### config.mk
export PLATFORM = sky130hd
export DESIGN_NAME = mc_core_seq
export DESIGN_NICKNAME = d
export VERILOG_FILES = /design/src/rtl/mc_core_seq.sv
export SDC_FILE = /design/constraint.sdc
export NUM_CORES = 1
export LEC_CHECK = 0
export CORE_AREA = 2 2 182 184
export CTS_CLUSTER_DIAMETER = 150
export DETAILED_ROUTE_END_ITERATION = 16
export DIE_AREA = 0 0 184 186
export PLACE_DENSITY = 0.75
export SYNTH_ARGS = -nofsm -noshare
export SYNTH_HDL_FRONTEND = slang
export SYNTH_SLANG_ARGS = --single-unit
export TNS_END_PERCENT = 30
### constraint.sdc
create_clock -name clk -period 2.3 [get_ports clk]
set_clock_uncertainty 0.15 [all_clocks]
set_input_delay 0.575 -clock clk [delete_from_list [all_inputs] [get_ports clk]]
set_output_delay 0.575 -clock clk [all_outputs]
set_load 0.05 [all_outputs]
### src/rtl/mc_core_seq.sv
// Multi-cycle RV32 sequencer: owns pc/ir/holding registers and walks each
// instruction through FETCH/DECODE/EXEC/MEM/WB with req/ack memory handshakes.
module mc_core_seq #(
  parameter int                DATA_W   = 32,
  parameter int                ADDR_W   = 32,
  parameter logic [ADDR_W-1:0] RESET_PC = '0,
  parameter int                TIMEOUT  = 255,
  parameter int                CNT_W    = 32
) (
  input  logic              clk,
  input  logic              rst,
  output logic              imem_req,
  output logic [ADDR_W-1:0] imem_addr,
  input  logic              imem_ack,
  input  logic [DATA_W-1:0] imem_rdata,
  output logic              dmem_req,
  output logic              dmem_we,
  output logic [ADDR_W-1:0] dmem_addr,
  output logic [DATA_W-1:0] dmem_wdata,
  input  logic              dmem_ack,
  input  logic [DATA_W-1:0] dmem_rdata,
  input  logic              ex_is_load,
  input  logic              ex_is_store,
  input  logic [DATA_W-1:0] ex_alu_res,
  input  logic [DATA_W-1:0] ex_store_data,
  input  logic [ADDR_W-1:0] ex_next_pc,
  input  logic              wb_en,
  input  logic [DATA_W-1:0] wb_data,
  input  logic              halt_req,
  output logic [DATA_W-1:0] ir,
  output logic [ADDR_W-1:0] pc,
  output logic [DATA_W-1:0] alu_r,
  output logic [DATA_W-1:0] mdr,
  output logic              rf_we,
  output logic              halted,
  output logic              err,
  output logic [CNT_W-1:0]  instret,
  output logic [2:0]        state
);

  typedef enum logic [2:0] {
    S_FETCH  = 3'd0,
    S_DECODE = 3'd1,
    S_EXEC   = 3'd2,
    S_MEM    = 3'd3,
    S_WB     = 3'd4,
    S_HALT   = 3'd5,
    S_TRAP   = 3'd6
  } state_e;

  localparam int              TO_W   = $clog2(TIMEOUT + 1);
  localparam logic [TO_W-1:0] TO_MAX = TO_W'(TIMEOUT);
  localparam logic [DATA_W-1:0] NOP  = DATA_W'(32'h0000_0013);

  state_e              st_q, st_d;
  logic [ADDR_W-1:0]   pc_q, pc_d, npc_q, npc_d;
  logic [DATA_W-1:0]   ir_q, ir_d, alu_q, alu_d, mdr_q, mdr_d, st_r_q, st_r_d;
  logic                ld_q, ld_d, sto_q, sto_d, err_q, err_d;
  logic [CNT_W-1:0]    ret_q, ret_d;
  logic [TO_W-1:0]     to_q, to_d;
  logic                to_hit;

  // Writeback data is consumed by the external register file, not here.
  logic unused_wb;
  assign unused_wb = ^wb_data;

  assign to_hit = (to_q == TO_MAX);

  always_comb begin
    st_d   = st_q;
    pc_d   = pc_q;
    npc_d  = npc_q;
    ir_d   = ir_q;
    alu_d  = alu_q;
    mdr_d  = mdr_q;
    st_r_d = st_r_q;
    ld_d   = ld_q;
    sto_d  = sto_q;
    ret_d  = ret_q;
    to_d   = '0;
    unique case (st_q)
      S_FETCH: begin
        // An ack in the same cycle the wait count hits TIMEOUT still wins.
        if (imem_ack) begin
          ir_d = imem_rdata;
          st_d = S_DECODE;
        end else if (to_hit) begin
          st_d = S_TRAP;
        end else begin
          to_d = to_q + 1'b1;
        end
      end
      S_DECODE: st_d = (ex_is_load && ex_is_store) ? S_TRAP : S_EXEC;
      S_EXEC: begin
        alu_d  = ex_alu_res;
        st_r_d = ex_store_data;
        npc_d  = ex_next_pc;
        ld_d   = ex_is_load;
        sto_d  = ex_is_store;
        st_d   = (ex_is_load || ex_is_store) ? S_MEM : S_WB;
      end
      S_MEM: begin
        if (dmem_ack) begin
          if (ld_q) mdr_d = dmem_rdata;
          st_d = S_WB;
        end else if (to_hit) begin
          st_d = S_TRAP;
        end else begin
          to_d = to_q + 1'b1;
        end
      end
      S_WB: begin
        pc_d  = npc_q;
        ret_d = ret_q + 1'b1;
        st_d  = halt_req ? S_HALT : S_FETCH;
      end
      S_HALT:  if (!halt_req) st_d = S_FETCH;
      S_TRAP:  st_d = S_TRAP;
      default: st_d = S_TRAP;
    endcase
    err_d = err_q || (st_d == S_TRAP);
  end

  always_ff @(posedge clk) begin
    if (rst) begin
      st_q   <= S_FETCH;
      pc_q   <= RESET_PC;
      npc_q  <= '0;
      ir_q   <= NOP;
      alu_q  <= '0;
      mdr_q  <= '0;
      st_r_q <= '0;
      ld_q   <= 1'b0;
      sto_q  <= 1'b0;
      err_q  <= 1'b0;
      ret_q  <= '0;
      to_q   <= '0;
    end else begin
      st_q   <= st_d;
      pc_q   <= pc_d;
      npc_q  <= npc_d;
      ir_q   <= ir_d;
      alu_q  <= alu_d;
      mdr_q  <= mdr_d;
      st_r_q <= st_r_d;
      ld_q   <= ld_d;
      sto_q  <= sto_d;
      err_q  <= err_d;
      ret_q  <= ret_d;
      to_q   <= to_d;
    end
  end

  // Strobes are gated by rst so a reset cycle never issues or retires anything.
  assign imem_req   = !rst && (st_q == S_FETCH);
  assign imem_addr  = pc_q;
  assign dmem_req   = !rst && (st_q == S_MEM);
  assign dmem_we    = sto_q;
  assign dmem_addr  = ADDR_W'(alu_q);
  assign dmem_wdata = st_r_q;
  assign rf_we      = !rst && (st_q == S_WB) && wb_en;
  assign halted     = (st_q == S_HALT);
  assign err        = err_q;
  assign instret    = ret_q;
  assign state      = st_q;
  assign ir         = ir_q;
  assign pc         = pc_q;
  assign alu_r      = alu_q;
  assign mdr        = mdr_q;

endmodule
==> flow_summary.toml, run 1 <==
[outcome]
result_of_the_run = "finished, final reports clean"

[clocking]
clock_tree.root_cell = "clkbuf_16"
clock_tree.buffer_depth = 3
worst_skew_pair.late_latency_ns = 0.54
cts_hold_buf = 0
cts_made_buffers = 27
cts_tree = "built"
clock-sinks = 238
cts.htree.levels = 1
worst_setup_hold_path_clk_slew_ns = 0.06

[synthesis]
list_of_most_frequent_post_synthesis_cells = "407 x nand2_1, 238 x dfxtp_1, 210 x a21oi_1"
syn_area_per_cell_sq_um = 7.98
synth.yosys.seq_area_share = 0.511
post_synth_num_cell_types = 50
postSynthCellCount = 1170
post_synth_main_area_contributors = "dfxtp_1 51%, nand2_1 16%, a21oi_1 11%"
synth.most_common_cell = "nand2_1"
synth-warning-count = 0
synth_fp_nets = 1372
synth_seq_cells = 238
synth_largest_area_cell = "dfxtp_1"
async_flop_share = 0
synth_area_sq_um = 9330
fraction_of_synthesized_cell_area_taken_by_the_top_area_cell_type = 0.511
synth_edf_count = 0
most_frequently_used_flop_master_after_synthesis = "dfxtp_1"

[sta]
maxSlewViolCount = 0
worst_pin_slew_ns = 0.777
finalHoldViolations = 0
period_share = 0.998
max_freq_mhz = 436
setup-tns-final_ns = 0
timing.final.setup_violations = 0
rsz0062_at_grt = "true"
max-slew-margin-rel = 0.482
final_period_minus_worst_setup_slack_ns = 2.30

[die]
starting_density = 0.290
floorplan.core_area_sq_um = 32200
fp.dieH_um = 186
design.die.area_sq_um = 34200
num_rows = 66
die_width_um = 184
num_io_pins = 465

[setup_path]
critPathRequiredTime_ns = 1.57
critical_path.max_fanout = 9
dominant_delay_contributor_by_cell_family_on_the_critical_path = "simple AND/OR/NAND/NOR gates"
timing.critical_path.slowest_cell_delay_ns = 0.33
timing.critical_path.cells = "buf_8, nor3b_4, and3_4, buf_12"
timing.critical_path.arrival_ns = 1.57
critPathCaptureType = "output pin"
worst-path-buf-inv = 2
critPathKind = "flop to output pin"
cp_slowest_cell = "dfxtp_2"
worst_setup_path_start_kind = "flop"

[global_routing]
grt_remaining_overflow = 0
global_route_wire_length_before_repair_um = 45700
groute.usage.overall = 0.164
grt_max_degree = 154
antenna_violations_before_repair = 1
grt_pass1_vias = 8878

[power]
power_frac_clock = 0.318
worst_ir_drop_on_vdd_v = 0.000671
power.share.switching = 0.371
comb_power_share = 0.326
power_density_over_the_cells_nw_per_um2 = 953
power.share.sequential = 0.356
internal-power_uw = 8600
p_sw_uw = 5070
total_power_uw = 13700
p_leak_uw = 0.00605

[flow_run]
number_of_max_cap_violations = 0

[place]
hpwl_dp_um = 21100
port_buffers = 432
gpl.final_weighted_congestion = 0.818

[final_layout]
num-nets-final = 1727
area_growth_synth_to_finish_pct = 53.6
n_fill_cell = 3192
layout-drive-gt1-share = 0.119

[routing]
route.vias.total = 9076
postRouteAntennaNets = 0
first_pass_iters = 5
drcViolationCount = 0
route.final.wire_length_um = 29800
via_per_inst = 4.64
drt_iter0_drc = 466
route.detailed.wl_per_inst_um = 15.3

[hold_path]
timing.hold.worst.class = "input pin to flop"
## repair_timing
action	CTS	global route
gates resized for setup	194	6
setup endpoints to repair	195	4
pin swaps	2	2
buffers inserted	1	12
## per-stage QoR
stage | std cells | cell area [sq um] | hold WS [ns] | worst slack, ns | utilization
floorplan | 1170 | 9420 | 0.276 | -0.0376 | -
global placement | 1891 | 13500 | 0.286 | 0.0725 | 0.420
detailed placement | 1891 | 13500 | 0.292 | 0.0162 | 0.420
CTS | 1941 | 14200 | 0.100 | -0.0788 | 0.442
global route | 1953 | 14300 | 0.128 | -0.0410 | 0.445
finish | 1954 | 14300 | 0.133 | 0.00422 | 0.445
## routing by layer
layer,part of all wire,global-route usage
met1,0.39,0.185
met2,0.51,0.306
met3,0.077,0.0458
met4,0.018,0.0397
met5,0,0
## cells by family (layout without fill, tap and decap cells)
family	Yosys count	after routing	synth area share
and+or+nand+nor	520	520	0.240
AOI/OAI and AO/OA	241	241	0.137
DFF	238	238	0.511
buffers and inverters	149	524	0.0906
xor gates and xnor gates	16	16	0.0150
muxes	4	4	0.00483
adders and majority gates	2	2	0.00268
other	0	1	0
## worst register-to-register path: stages (launching register included)
cell	delay, ns
dfxtp_4	0.35
buf_12	0.14
buf_4	0.13
buf_4	0.13
or4_1	0.53
o31ai_1	0.26
a211oi_1	0.15
o32ai_1	0.22
## registers in the layout, summed over array words and instances, names as in the netlist
| register | flops |
|---|---|
| alu_r | 32 |
| dmem_wdata | 32 |
| imem_addr | 32 |
| instret | 32 |
| ir | 32 |
| mdr | 32 |
| npc_q | 32 |
| to_q | 8 |
| state | 3 |
| dmem_we | 1 |
| err | 1 |
| ld_q | 1 |
## cell usage in the layout, fill, tap and decap left out, types with 4 or more instances in the layout
cell and n:
clkbuf_16 27, nand3_1 11, nor2_1 26, nor4_1 6, or4_1 10, nand2_1 406, a21oi_1 210, buf_4 94
xor2_1 8, clkdlybuf4s50_1 166, and2_1 5, inv_1 8, o21ai_0 7, dfxtp_1 233, o31ai_1 12, nor2b_1 5
mux2_2 4, or3_1 6, dlygate4sd2_1 192, clkbuf_8 4, nand4_1 11, xnor2_1 8, nor3_1 4, clkinv_2 8
buf_12 13
## worst paths after layout
| kind | startpoint | end | slack, ns | cells past startpoint |
|---|---|---|---|---|
| max | state[0] | rf_we | 0.004 | 4 |
| min reg2reg | ir[26] | ir[26] | 0.30 | 2 |
| min | rst | ld_q | 0.13 | 2 |
| max reg2reg | state[1] | err | 0.15 | 7 |
## final cells by class
cell class / instances / area (sq um) / share of cell area
multi-input cells: 783 / 3770 / 0.263
clock buffers: 34 / 742 / 0.0518
inverters: 8 / 30.0 / 0.00210
clock inverters: 15 / 161 / 0.0113
diodes: 1 / 2.50 / 0.000175
repair buffers: 467 / 4340 / 0.302
flip-flops and latches: 238 / 4780 / 0.333
well taps: 408 / 510 / 0.0356
## power by group through the flow
stage               combinational [uW]  sequential (uW)  clock [uW]
floorplan                         1870             6090           0
global placement                  4570             4950           0
global route                      4770             4930        4630
CTS                               4380             4870        4470
finish                            4460             4860        4350
detailed placement                4610             4970           0
(Power assumes the default switching activity.)
==> inputs of run 2 (changes only) <==
SKIP_LAST_GASP = 1   (was not set)
==> flow_summary.toml, run 2 (synthesized netlist as in run 1, its figures left out) <==
[outcome]
result_of_the_run = "complete, but fails checks"
failed_checks = "negative setup slack"

[setup_path]
critPathRequiredTime_ns = 1.57
critical_path.max_fanout = 3
worst_setup_path_start_kind = "flop"
regToRegEndpoint = "instret[30]"
r2r.worst_path.cells = 5
critPathCaptureType = "output pin"
timing.critical_path.cells = "clkdlybuf4s50_1"
timing.critical_path.slowest_cell_delay_ns = 0.82
timing.critical_path.arrival_ns = 1.71
timing.rr.start = "instret[0]"
cp_slowest_cell = "clkdlybuf4s50_1"
ff2ff_setup_slack_ns = 0.12
critPathKind = "flop to output pin"
dominant_delay_contributor_by_cell_family_on_the_critical_path = "buffers and inverters"
worst-path-buf-inv = 1

[place]
hpwl_dp_um = 21100
port_buffers = 432
dpl_cell_area_sq_um = 13500
gpl.final_weighted_congestion = 0.818

[final_layout]
multi_input_area_sq_um = 3770
mostFrequentLayoutCell = "nand2_1"
final_design_area_no_fill_sq_um = 14500
n_fill_cell = 3120
area_growth_synth_to_finish_pct = 55.2
utilization = 0.450
ff_latch_area_sq_um = 4770
num-nets-final = 1715
leading_cell_types_in_the_layout_fill_and_taps_excluded = "406 x nand2_1, 259 x clkdlybuf4s50_1, 234 x dfxtp_1, 210 x a21oi_1, 84 x buf_4"
layout-drive-gt1-share = 0.111

[global_routing]
antenna_violations_before_repair = 1
grt_remaining_overflow = 0
grt_max_degree = 154
global_route_wire_length_before_repair_um = 45700
groute.usage.overall = 0.164
grt_pass1_vias = 8863

[clocking]
worst_setup_hold_path_clk_slew_ns = 0.06
clock-sinks = 238
cts_tree = "built"
cts.htree.levels = 1
clock_tree.root_cell = "clkbuf_16"
clock_tree.buffer_depth = 3
cts_made_buffers = 27
worst_skew_pair.late_latency_ns = 0.53

[hold_path]
hold_depth = 2
timing.hold.worst.class = "input pin to flop"
worst_hold_startpoint = "rst"
whs_endpoint = "ld_q"

[die]
num_io_pins = 465
design.die.area_sq_um = 34200
fp.dieH_um = 186
die_width_um = 184
starting_density = 0.290
num_rows = 66
floorplan.core_area_sq_um = 32200

[sta]
timing.final.setup_violations = 96
setup_ws_ns = -0.131
maxSlewViolCount = 0
final_period_minus_worst_setup_slack_ns = 2.43
period_share = 1.06
worst_pin_slew_ns = 0.790
setup-tns-final_ns = -9.33
max_freq_mhz = 411
finalHoldViolations = 0
rsz0062_at_grt = "true"
max-slew-margin-rel = 0.473
hold-worst-slack_ns = 0.136

[routing]
route.vias.total = 9042
route.detailed.wl_per_inst_um = 15.4
drcViolationCount = 0
first_pass_iters = 5
postRouteAntennaNets = 0
drt_iter0_drc = 494
route.final.wire_length_um = 29800
via_per_inst = 4.66

[power]
p_leak_uw = 0.00613
worst_ir_drop_on_vdd_v = 0.000670
power_density_over_the_cells_nw_per_um2 = 946
total_power_uw = 13700

[flow_run]
number_of_max_cap_violations = 0
[run 2: worst reg2reg max path: stages (launching register included)]
cell and delay (ns):
dfxtp_2 0.36, ha_1 0.21, nand2_1 0.15, or4_1 0.65, or4_1 0.44, a21oi_1 0.15
[run 2: layout make-up]
cell class / instances / area share
multi-input combinational: 783 / 0.260
inverter: 8 / 0.00207
antenna: 1 / 0.000173
clock buffer: 34 / 0.0512
sequential: 238 / 0.329
tap: 408 / 0.0352
timing repair buffer: 455 / 0.311
clock inverter: 15 / 0.0111
[run 2: worst max-delay path by stage]
stage / end / depth (start not counted) / slack [ns] / start
after floorplan: imem_req / 4 / -0.04 / rst
after global placement: err / 5 / 0.07 / imem_ack
after detailed placement: err / 5 / 0.02 / imem_ack
after CTS: imem_addr[28] / 1 / -0.17 / imem_addr[28]
after global routing: pc[24] / 1 / -0.17 / imem_addr[24]
final: pc[5] / 1 / -0.13 / imem_addr[5]
[run 2: per-layer routing]
layer,GRT usage,part of all wire,vias to the layer above
li1,-,-,4479
met5,0,0,-
met2,0.305,0.51,311
met1,0.185,0.39,4201
met4,0.0397,0.019,0
met3,0.0460,0.078,51
[run 2: timing repair]
| action | 4_1_cts | 5_1_grt |
|---|---|---|
| hold buffers | 0 | 0 |
| pin swaps | 1 | 0 |
| gates resized for setup | 57 | 42 |
| buffers inserted | 1 | 0 |
| endpoints found under the hold margin | 0 | 0 |
| setup endpoints to repair | 195 | 140 |
[run 2: per-stage QoR]
stage | cells | setup WS, ns
global placement | 1891 | 0.0725
global route | 1941 | -0.173
CTS | 1941 | -0.166
detailed placement | 1891 | 0.0162
floorplan | 1170 | -0.0376
finish | 1942 | -0.131
[run 2: power by group]
group	total, uW	switching, uW	internal (uW)	leakage [uW]
clock network	4340	1720	2620	0.000452
registers	4870	286	4590	0.00193
logic	4490	3040	1450	0.00375
total	13700	5050	8660	0.00613
==> inputs of run 3 (changes only) <==
SLEW_MARGIN = 30   (was not set)
==> results of run 3 <==
No change in the layout: final DEF, timing and power equal those of run 2.
